<file path="src/rtl/diy_mole_recorder.sv">
// DIY mole recorder: captures stomp timestamps (music addresses) and replays them as mole requests.
// Optional build macro RECORDER_QUANTIZE_EN stores and compares addresses with bits [7:0] cleared.
module diy_mole_recorder #(
  parameter int DEPTH = 16,
  parameter int AW    = 23
) (
  input  logic                     clk,
  input  logic                     reset,
  input  logic                     record_en,
  input  logic                     play_en,
  input  logic                     stomp,
  input  logic [AW-1:0]            music_address,
  output logic                     request_mole,
  output logic [$clog2(DEPTH):0]   count,
  output logic                     recording,
  output logic                     full,
  output logic                     overflow
);

  localparam int PW = $clog2(DEPTH);
  localparam logic [PW:0] CNT_FULL = (PW+1)'(DEPTH);

  typedef enum logic [1:0] {IDLE, RECORD, PLAY, MOLE} state_t;

  state_t        state;
  logic [AW-1:0] mem [DEPTH];
  logic [AW-1:0] last_addr;
  logic [PW-1:0] wr_ptr;
  logic [PW-1:0] rd_ptr;
  logic          stomp_p1;

  logic          stomp_edge;
  logic [AW-1:0] addr_q;
  logic          addr_newer;
  logic          wr_fire;
  logic          play_hit;
  logic          rd_wrap;

  function automatic logic [AW-1:0] quantize(input logic [AW-1:0] a);
`ifdef RECORDER_QUANTIZE_EN
    quantize = {a[AW-1:8], 8'h00};
`else
    quantize = a;
`endif
  endfunction

  // Both sides of every compare are quantized, so equality and ordering ignore the low byte when enabled.
  always_comb begin
    stomp_edge = stomp & ~stomp_p1;
    addr_q     = quantize(music_address);
    addr_newer = (count == '0) || (addr_q > last_addr);
    wr_fire    = (state == RECORD) && record_en && stomp_edge && (count != CNT_FULL) && addr_newer;
    play_hit   = (addr_q == mem[rd_ptr]);
    rd_wrap    = (({1'b0, rd_ptr} + (PW+1)'(1)) == count);
  end

  assign request_mole = (state == MOLE);
  assign recording    = (state == RECORD);
  assign full         = (count == CNT_FULL);

  always_ff @(posedge clk) begin
    if (reset) begin
      state    <= IDLE;
      count    <= '0;
      wr_ptr   <= '0;
      rd_ptr   <= '0;
      overflow <= 1'b0;
      stomp_p1 <= 1'b0;
    end else begin
      stomp_p1 <= stomp;
      if (record_en && (state != RECORD)) begin
        state    <= RECORD;
        count    <= '0;
        wr_ptr   <= '0;
        overflow <= 1'b0;
      end else begin
        case (state)
          IDLE: begin
            if (play_en && (count != '0)) begin
              state  <= PLAY;
              rd_ptr <= '0;
            end
          end
          RECORD: begin
            if (!record_en) begin
              state <= IDLE;
            end else if (stomp_edge) begin
              if (count == CNT_FULL) begin
                overflow <= 1'b1;
              end else if (addr_newer) begin
                count  <= count + (PW+1)'(1);
                wr_ptr <= wr_ptr + PW'(1);
              end
            end
          end
          PLAY: begin
            if (!play_en) begin
              state  <= IDLE;
              rd_ptr <= '0;
            end else if (play_hit) begin
              state  <= MOLE;
              rd_ptr <= rd_wrap ? '0 : rd_ptr + PW'(1);
            end
          end
          MOLE: begin
            if (!play_en) begin
              state  <= IDLE;
              rd_ptr <= '0;
            end else begin
              state <= PLAY;
            end
          end
          default: state <= IDLE;
        endcase
      end
    end
  end

  // Storage carries no reset; validity is tracked by count alone.
  always_ff @(posedge clk) begin
    if (wr_fire) begin
      mem[wr_ptr] <= addr_q;
      last_addr   <= addr_q;
    end
  end

endmodule
</file>
<file path="config.mk">
export PLATFORM = sky130hd
export DESIGN_NAME = diy_mole_recorder
export DESIGN_NICKNAME = d
export VERILOG_FILES = /design/src/rtl/diy_mole_recorder.sv
export SDC_FILE = /design/constraint.sdc
export NUM_CORES = 1
export LEC_CHECK = 0
export ABC_AREA = 0
export BUFFER_PORTS_ARGS = -buffer_cell sky130_fd_sc_hd__buf_2
export CORE_MARGIN = 2
export CORE_UTILIZATION = 55
export CTS_CLUSTER_SIZE = 12
export DETAILED_ROUTE_END_ITERATION = 10
export PLACE_DENSITY = 0.72
export SYNTH_ARGS = -nofsm -noshare
export SYNTH_HDL_FRONTEND = slang
export SYNTH_SLANG_ARGS = --single-unit
</file>
<file path="constraint.sdc">
create_clock -name clk -period 12 [get_ports clk]
set_input_delay 2.4 -clock clk [delete_from_list [all_inputs] [get_ports clk]]
set_output_delay 2.4 -clock clk [all_outputs]
set_load 0.01 [all_outputs]
</file>
==> results of run 1 <==
worst paths after layout:
| path | start | endpoint | slack [ps] |
|---|---|---|---|
| setup / recovery | music_address[14] | mem[1][20]$_DFFE_PP_ | 6170 |
| hold / removal | overflow$_SDFFE_PP0P_ | overflow$_SDFFE_PP0P_ | 480 |
| setup reg to reg | flip-flop | flip-flop | 7660 |
| hold reg to reg | overflow$_SDFFE_PP0P_ | overflow$_SDFFE_PP0P_ | 480 |
critical path, stage by stage:
cell                        delay (ps)
sky130_fd_sc_hd__buf_2             210
sky130_fd_sc_hd__ha_1              380
sky130_fd_sc_hd__nand4_1           110
sky130_fd_sc_hd__nor2_1            290
sky130_fd_sc_hd__o21ai_0           180
sky130_fd_sc_hd__a21oi_1           240
sky130_fd_sc_hd__o2111ai_1         420
sky130_fd_sc_hd__nand2_1           160
sky130_fd_sc_hd__buf_4             380
sky130_fd_sc_hd__and3_1            790
sky130_fd_sc_hd__buf_4             440
per-layer routing:
layer	vias to the layer above	wire length [µm]	global-route usage, %	share of wire (%)
li1	3963	-	-	-
met1	4586	16200	35.1	42
met3	68	3290	4.76	8.5
met4	0	916	6.63	2.4
met2	408	18200	36.9	47
met5	-	0	0	0
power breakdown:
| part | total (mW) | switching (mW) | internal (mW) |
|---|---|---|---|
| combinational | 0.0718 | 0.0510 | 0.0208 |
| sequential | 1.58 | 0.00180 | 1.58 |
| clock | 1.21 | 0.518 | 0.688 |
| total | 2.86 | 0.571 | 2.28 |
cells in the mapped netlist (3+ instances only):
master	number
sky130_fd_sc_hd__mux4_2	70
sky130_fd_sc_hd__inv_1	35
sky130_fd_sc_hd__a22oi_1	9
sky130_fd_sc_hd__a21oi_1	20
sky130_fd_sc_hd__and2_1	5
sky130_fd_sc_hd__and4_1	4
sky130_fd_sc_hd__o41ai_1	3
sky130_fd_sc_hd__mux4_1	3
sky130_fd_sc_hd__nor3_1	16
sky130_fd_sc_hd__nand3_1	15
sky130_fd_sc_hd__a32o_1	4
sky130_fd_sc_hd__buf_4	5
sky130_fd_sc_hd__nor2_1	19
sky130_fd_sc_hd__nor2b_1	9
sky130_fd_sc_hd__mux2i_1	77
sky130_fd_sc_hd__o21ai_0	13
sky130_fd_sc_hd__xnor2_1	21
sky130_fd_sc_hd__clkbuf_1	4
sky130_fd_sc_hd__or4_1	3
sky130_fd_sc_hd__dfxtp_1	21
sky130_fd_sc_hd__a31oi_1	4
sky130_fd_sc_hd__xor2_1	21
sky130_fd_sc_hd__nor4_1	3
sky130_fd_sc_hd__nand4_1	10
sky130_fd_sc_hd__and3_1	10
sky130_fd_sc_hd__nand2b_1	14
sky130_fd_sc_hd__mux2_2	6
sky130_fd_sc_hd__nand2_1	26
sky130_fd_sc_hd__buf_2	15
sky130_fd_sc_hd__ha_1	30
sky130_fd_sc_hd__a22o_1	3
sky130_fd_sc_hd__buf_6	9
sky130_fd_sc_hd__a21o_1	6
sky130_fd_sc_hd__o21a_1	4
sky130_fd_sc_hd__o211ai_1	3
sky130_fd_sc_hd__edfxtp_1	391
cells by family after synthesis:
logic type	count (synthesis)	synth area share, %
AO/OA/AOI/OAI	91	3.69
XOR/XNOR	42	2.13
adder cells (fa/ha/maj)	30	2.17
buffers and inverters	70	2.13
flip-flops	412	70.5
multiplexers	158	14.6
AND/OR/NAND/NOR	150	4.84
through the flow:
stage	util (%)	hold WS, ps	cells	area, µm²
after floorplan	-	489	953	17300
after global placement	58.2	450	1373	17900
after detailed placement	58.2	458	1373	17900
after CTS	62.3	481	1440	19200
after global routing	62.3	506	1440	19200
final	62.3	480	1440	19200
flip-flops by register name, summed over array words and instances (netlist names), named ones only:
signal / cells
state: 2
stomp_p1: 1
count: 5
overflow: 1
wr_ptr: 4
mem: 368
rd_ptr: 4
last_addr: 23
final cells by class:
cell class,count,share of cell area (%)
sequential,412,63.6
multi-input combinational,471,24.9
clock buffer,54,5.94
tap,396,2.59
timing repair buffer,58,1.80
inverter,36,0.706
clock inverter,13,0.542
==> summary by stage, run 1 <==
Finish
The layout has 2,205 filler cells. The top cell types in the final layout, fill and taps aside, are 391 x sky130_fd_sc_hd__edfxtp_1, 77 x sky130_fd_sc_hd__mux2i_1, 70 x sky130_fd_sc_hd__mux4_2. The fraction of final layout cells sized beyond drive strength 1 is 19.4%. The sequential cells in the finished layout cover a total of 0.0122 mm². The synthesis-to-finish area growth is 11.0%. The number of antenna diodes in the final layout is 0. The most common library cell in the layout ignoring fill and taps is sky130_fd_sc_hd__edfxtp_1. In the final design database the tool counted 1,080 nets.

Summing all multi-input logic gate instances after layout gives 0.00476 mm².

Timing
The number of endpoints with negative hold slack in the final report came to 0. The share of the clock period used by the worst path is 48.6%. The worst slew margin relative to its limit is 24.3%.

The summed negative setup slack over all endpoints is 0 ps. The clock period minus worst slack is 5830 ps. The final-report max-slew violation count is 0.

Setup violations remaining at the end of the flow were counted as 0. For the pin with the worst max-slew slack, the measured transition is 1130 ps. Setup repair after global routing left no endpoint under its margin.

Timing would allow up to 0.172 GHz. The post-layout worst setup margin is 6170 ps. Across the routed clock network, the largest skew measured is 25.1 ps.

Detailed routing
In the final routed layout, each cell accounts on average for 26.8 µm. The total DRC errors in the routed layout is 0. Once detail routing completed, the nets flagged for antenna violations numbered 0. The number of vias after detailed routing is 9,025. The via-per-instance ratio is 6.27. The pre-antenna-repair detailed-routing pass consisted of 5 iterations.

In this run, the number of DRC markers left after iteration 0 of detailed routing was 966. The total length of routed wires is 38,600 µm.

Placement
The count of input and output buffers is 36. The post-placement worst setup slack is 5680 ps. The congestion estimate from routability-driven global placement came to 0.842. After legalization and detailed placement, the total HPWL measured 22,600 µm.

Logic synthesis
The flip-flop and latch count after synthesis is 412. A synthesized cell averages 18.1 µm². Counting flops with an async set or reset pin after synthesis yields a share of 0%. The count of unique library cells instantiated by Yosys is 66. Synthesis handed over a netlist of 953 instances. In the post-synthesis netlist, the biggest area contributors are sky130_fd_sc_hd__edfxtp_1 68%, sky130_fd_sc_hd__mux4_2 9.1%, sky130_fd_sc_hd__mux2i_1 4.5%, sky130_fd_sc_hd__dfxtp_1 2.4%, sky130_fd_sc_hd__ha_1 2.2%. The number of nets handed over by synthesis was 1,011.

In this run, synthesis inferred 391 flip-flops with an integrated enable. Yosys printed 0 warnings. The share of synthesized area in the top cell type comes to 68.0%. The sequential-to-total area share from yosys stat is 70.5%.

The post-synth design cell area is 0.0173 mm². The predominant post-synthesis flop cell is sky130_fd_sc_hd__edfxtp_1. The biggest area contributor in the post-synthesis netlist is sky130_fd_sc_hd__edfxtp_1.

Floorplan
The region available for standard cell placement spans 0.0307 mm². The die height is 181 µm. The die covers 0.0328 mm². The initial cell density of the core is 56.1%. For this design the top-level I/O count stands at 37. In this run the horizontal extent of the chip is 181 µm. After floorplanning, the core was divided into 64 placement rows.

Clocking
The number of hold buffers added after CTS was 0. The tree built by TritonCTS fans out to 412 sinks. The CTS tree is done. The clock reaches the later pin of the worst-skew pair after 550 ps. Clock-pin slew was measured on the worst setup and hold paths at 60 ps. The quantity of gates resized following cts is 0.

TritonCTS created 43 clock buffers. Clock tree synthesis selected as its root buffer the cell sky130_fd_sc_hd__clkbuf_16. The maximum number of buffers from clock root to sink is 3. The number of setup buffers added after CTS is 0. The H-tree depth reported by CTS is 2.

Global route
The number of global-route vias before repair was 8,816. The global route total overflow is 0. The first global-routing pass estimated 57,000 µm of wire. Across every metal layer, demand over resource in global routing totals 23.9%. The number of antenna violations at the first check in global routing is 0. Entering global routing, the biggest net connects 53 pins.

Power
Power spread over the standard cell area amounts to 149 mW/mm². The post-layout total power is 2.86 mW. The largest voltage drop on the vdd net is 130 µV.

The analysis attributes to cell leakage a power of 6.36 nW.

Setup path
The logic depth of the worst register-to-register path is 10. The worst setup path is captured at a flip-flop. The arrival time reported for the critical path endpoint is 6040 ps.

By startpoint and endpoint, the worst setup path is classified as in -> reg. The critical path launch point type is an input pin. The worst-path maximum fanout is 35. Data on the critical path is required at its endpoint by 12,210 ps.

Outcome
The flow ran to the end, and the final reports show no timing, DRC or antenna violations.

Worst hold path
The cell count of the worst hold path is 2. The worst hold path belongs to the class reg -> reg.

Job
The number of max-cap violations is 0.
Note: power is estimated with default switching activity, not from simulation.
==> run 2, diff against run 1 <==
--- a/config.mk
+++ b/config.mk
@@ -11,7 +11,7 @@
 export CORE_UTILIZATION = 55
 export CTS_CLUSTER_SIZE = 12
 export DETAILED_ROUTE_END_ITERATION = 10
-export PLACE_DENSITY = 0.72
+export PLACE_DENSITY = 0.75
 export SYNTH_ARGS = -nofsm -noshare
 export SYNTH_HDL_FRONTEND = slang
 export SYNTH_SLANG_ARGS = --single-unit
==> constraint.sdc (replaced) <==
create_clock -name clk -period 5.25 [get_ports clk]
set_input_delay 1.05 -clock clk [delete_from_list [all_inputs] [get_ports clk]]
set_output_delay 1.05 -clock clk [all_outputs]
set_load 0.01 [all_outputs]
==> run 2 against run 1 <==
  * Clock skew decreased by 12 ps
  * Non-clock buffer count rose by 25
  * Register-to-register slack got worse by 6300 ps
  * Core utilization grew 0.47 points
  * Worst hold slack got worse by 18 ps
  * Die area unchanged
  * Routed wire length fell by 0.44%
  * Sequential cell count unchanged
  * Power grew 120%
  * Sequential power is 130% higher
  * Sequential share of layout area down 0.49 points
==> summary by stage, run 2 (synthesis results as in run 1) <==
Outcome
Run status: finished clean (unchanged).

Finish
The number of antenna repair diodes is 0 (unchanged). The most common library cell in the layout ignoring fill and taps is sky130_fd_sc_hd__edfxtp_1 (unchanged). The post-layout instance area came to 0.0193 mm² (was 0.0192 mm²). The register bank with the most flops is mem (unchanged).

Top library cells by usage in the layout, fill and taps aside: 391 x sky130_fd_sc_hd__edfxtp_1, 77 x sky130_fd_sc_hd__mux2i_1, 70 x sky130_fd_sc_hd__mux4_2 (unchanged). The number of nets in the layout is 1,104 (was 1,080). Top Registers: mem (368), last_addr (23), count (5) (unchanged). The final design utilization is 62.8% (was 62.3%). The synthesis-to-finish area growth is 11.8% (was 11.0%). The flip-flop count of the largest register, all copies and words added is 368 (unchanged). The fraction of final layout cells sized beyond drive strength 1 was 21.1% (was 19.4%).

Floorplan
The die span in x was 181 µm (unchanged). The top-level I/O count came to 37 (unchanged). The initial cell density of the core is 56.1% (unchanged). The number of rows in the core area is 64 (unchanged). The die height is 181 µm (unchanged). The die area was 0.0328 mm² (unchanged). The placeable core region is 0.0307 mm² (unchanged).

Placement
The post-placement worst setup slack is 797 ps (was 5680 ps). The detailed placer's ending HPWL is 23,400 µm (was 22,600 µm). The placer's final routability congestion estimate was 0.869 (was 0.842). The count of input and output buffers is 36 (unchanged). The area after detailed placement came to 0.0181 mm² (was 0.0179 mm²).

Timing
The worst slew margin relative to its limit is 24.4% (was 24.3%). Based on the critical path, the design can be clocked at up to 0.250 GHz. The number of endpoints with negative hold slack in the final report is 0 (unchanged). The post-layout worst setup margin was 1260 ps (was 6170 ps). Of the available clock period, the critical path in the final layout requires 76.1%.

The worst path in the final design needs a cycle of 3990 ps, including I/O delays and setup. The summed negative setup slack over all endpoints is 0 ps (unchanged). The largest clock skew in the final design was 13.3 ps (was 25.1 ps). The transition at the pin with the smallest max-transition slack is 1130 ps (about the same).

The final-report max-slew violation count came to 0 (unchanged). The total of endpoints with negative setup slack in the final report is 0 (unchanged). Setup repair after global routing missed its margin: false (unchanged).

Global route
The number of global-route vias before repair is 9,193 (was 8,816). The pin count of the biggest net entering global routing was 53 (unchanged). The first-pass GRT wire length came to 57,800 µm (was 57,000 µm). The global-route total usage across every layer is 23.9% (about the same). The number of antenna violations at the first check in global routing is 0 (unchanged). The global route total overflow is 0 (unchanged).

Setup path
The arrival time reported for the critical path endpoint came to 4250 ps (was 6040 ps). The kind of capture point of the worst setup path is a flip-flop (unchanged). The type of the worst setup path is in -> reg (unchanged). The critical path launch point type is an input pin (unchanged). The worst-path maximum fanout came to 19 (was 35).

The required time of the critical path is 5510 ps (was 12,210 ps).

Clocking
The clock latency on the worst-skew pair is 540 ps (was 550 ps). The clock-pin slew of the registers on the worst-case setup and hold paths came to 60 ps (about the same). The CTS root buffer was sky130_fd_sc_hd__clkbuf_16 (unchanged). The maximum number of buffers from clock root to sink is 3 (unchanged). The total of hold buffers inserted after clock tree synthesis was 0 (unchanged). The quantity of gates resized following cts is 0 (unchanged). The TritonCTS buffer count came to 42 (was 43).

The H-tree depth reported by CTS came to 2 (unchanged). The total setup buffers inserted after CTS is 0 (unchanged). The CTS tree is done (unchanged). The count of clock tree sinks is 412 (unchanged).

Power
The largest voltage drop on the vdd net came to 252 µV (was 130 µV). The post-layout total power came to 6.41 mW (was 2.86 mW). The leakage power of the design came to 6.45 nW (was 6.36 nW).

The ratio of total power to cell area is 332 mW/mm² (was 149 mW/mm²).

Detailed routing
The number of routed nets with antenna violations was 0 (unchanged). The via-per-instance ratio is 6.30 (was 6.27). The number of vias after detailed routing is 9,197 (was 9,025).

The average routed wire per standard cell is 26.3 µm (was 26.8 µm). The number of DRC violations after detailed-routing iteration 0 is 983 (was 966). The number of iterations in the first detailed-routing pass came to 5 (unchanged). The total length of routed wires is 38,400 µm (was 38,600 µm).

The total DRC errors in the routed layout was 0 (unchanged).

Worst hold path
The type of the worst min-delay path is reg -> reg (unchanged).

Job
The number of max-cap violations is 0 (unchanged).
-- run 2: changes by cell type in the layout (fill, tap and decap cells not counted), sizes merged --
cell,change
buf,+25
bufinv,-1
clkbuf,-4
inv,-1
-- run 2: worst max-delay path, stage by stage --
cell,delay (ps)
sky130_fd_sc_hd__buf_2,200
sky130_fd_sc_hd__ha_1,360
sky130_fd_sc_hd__nand4_1,100
sky130_fd_sc_hd__nor3_1,470
sky130_fd_sc_hd__a31oi_1,210
sky130_fd_sc_hd__a31oi_1,610
sky130_fd_sc_hd__nand2_1,400
sky130_fd_sc_hd__and4_1,500
sky130_fd_sc_hd__buf_4,320
-- run 2: stage by stage --
step           cells  hold WS (ps)
2_1_floorplan    953           489
3_3_place_gp    1398           449
3_5_place_dp    1398           456
4_1_cts         1459           469
5_1_grt         1459           521
6_report        1459           462
-- run 2: power breakdown --
group	switching, mW	internal, mW
Sequential	0.00410	3.60
Clock	1.16	1.47
Combinational	0.122	0.0554
-- run 2: worst paths after layout --
kind / from / to / depth (start not counted) / slack [ps]
min: overflow$_SDFFE_PP0P_ / overflow$_SDFFE_PP0P_ / 2 / 460
max: music_address[22] / mem[13][14]$_DFFE_PP_ / 9 / 1260
max reg2reg: flip-flop / flip-flop / 10 / 1360
min reg2reg: overflow$_SDFFE_PP0P_ / overflow$_SDFFE_PP0P_ / 2 / 460
-- run 2: area by class of cell --
cell class              count  area (µm²)
flip-flops and latches    412       12200
repair buffers             83         596
inverters                  36         135
clock inverters            11        52.6
fillers                  2181       11500
multi-input cells         471        4740
clock buffers              50        1100
well taps                 396         495
-- run 2: per-layer routing --
layer,routed length (µm),GRT usage (%)
met3,2710,3.99
met4,975,7.64
met1,16400,34.5
met5,0,0
met2,18300,37.6
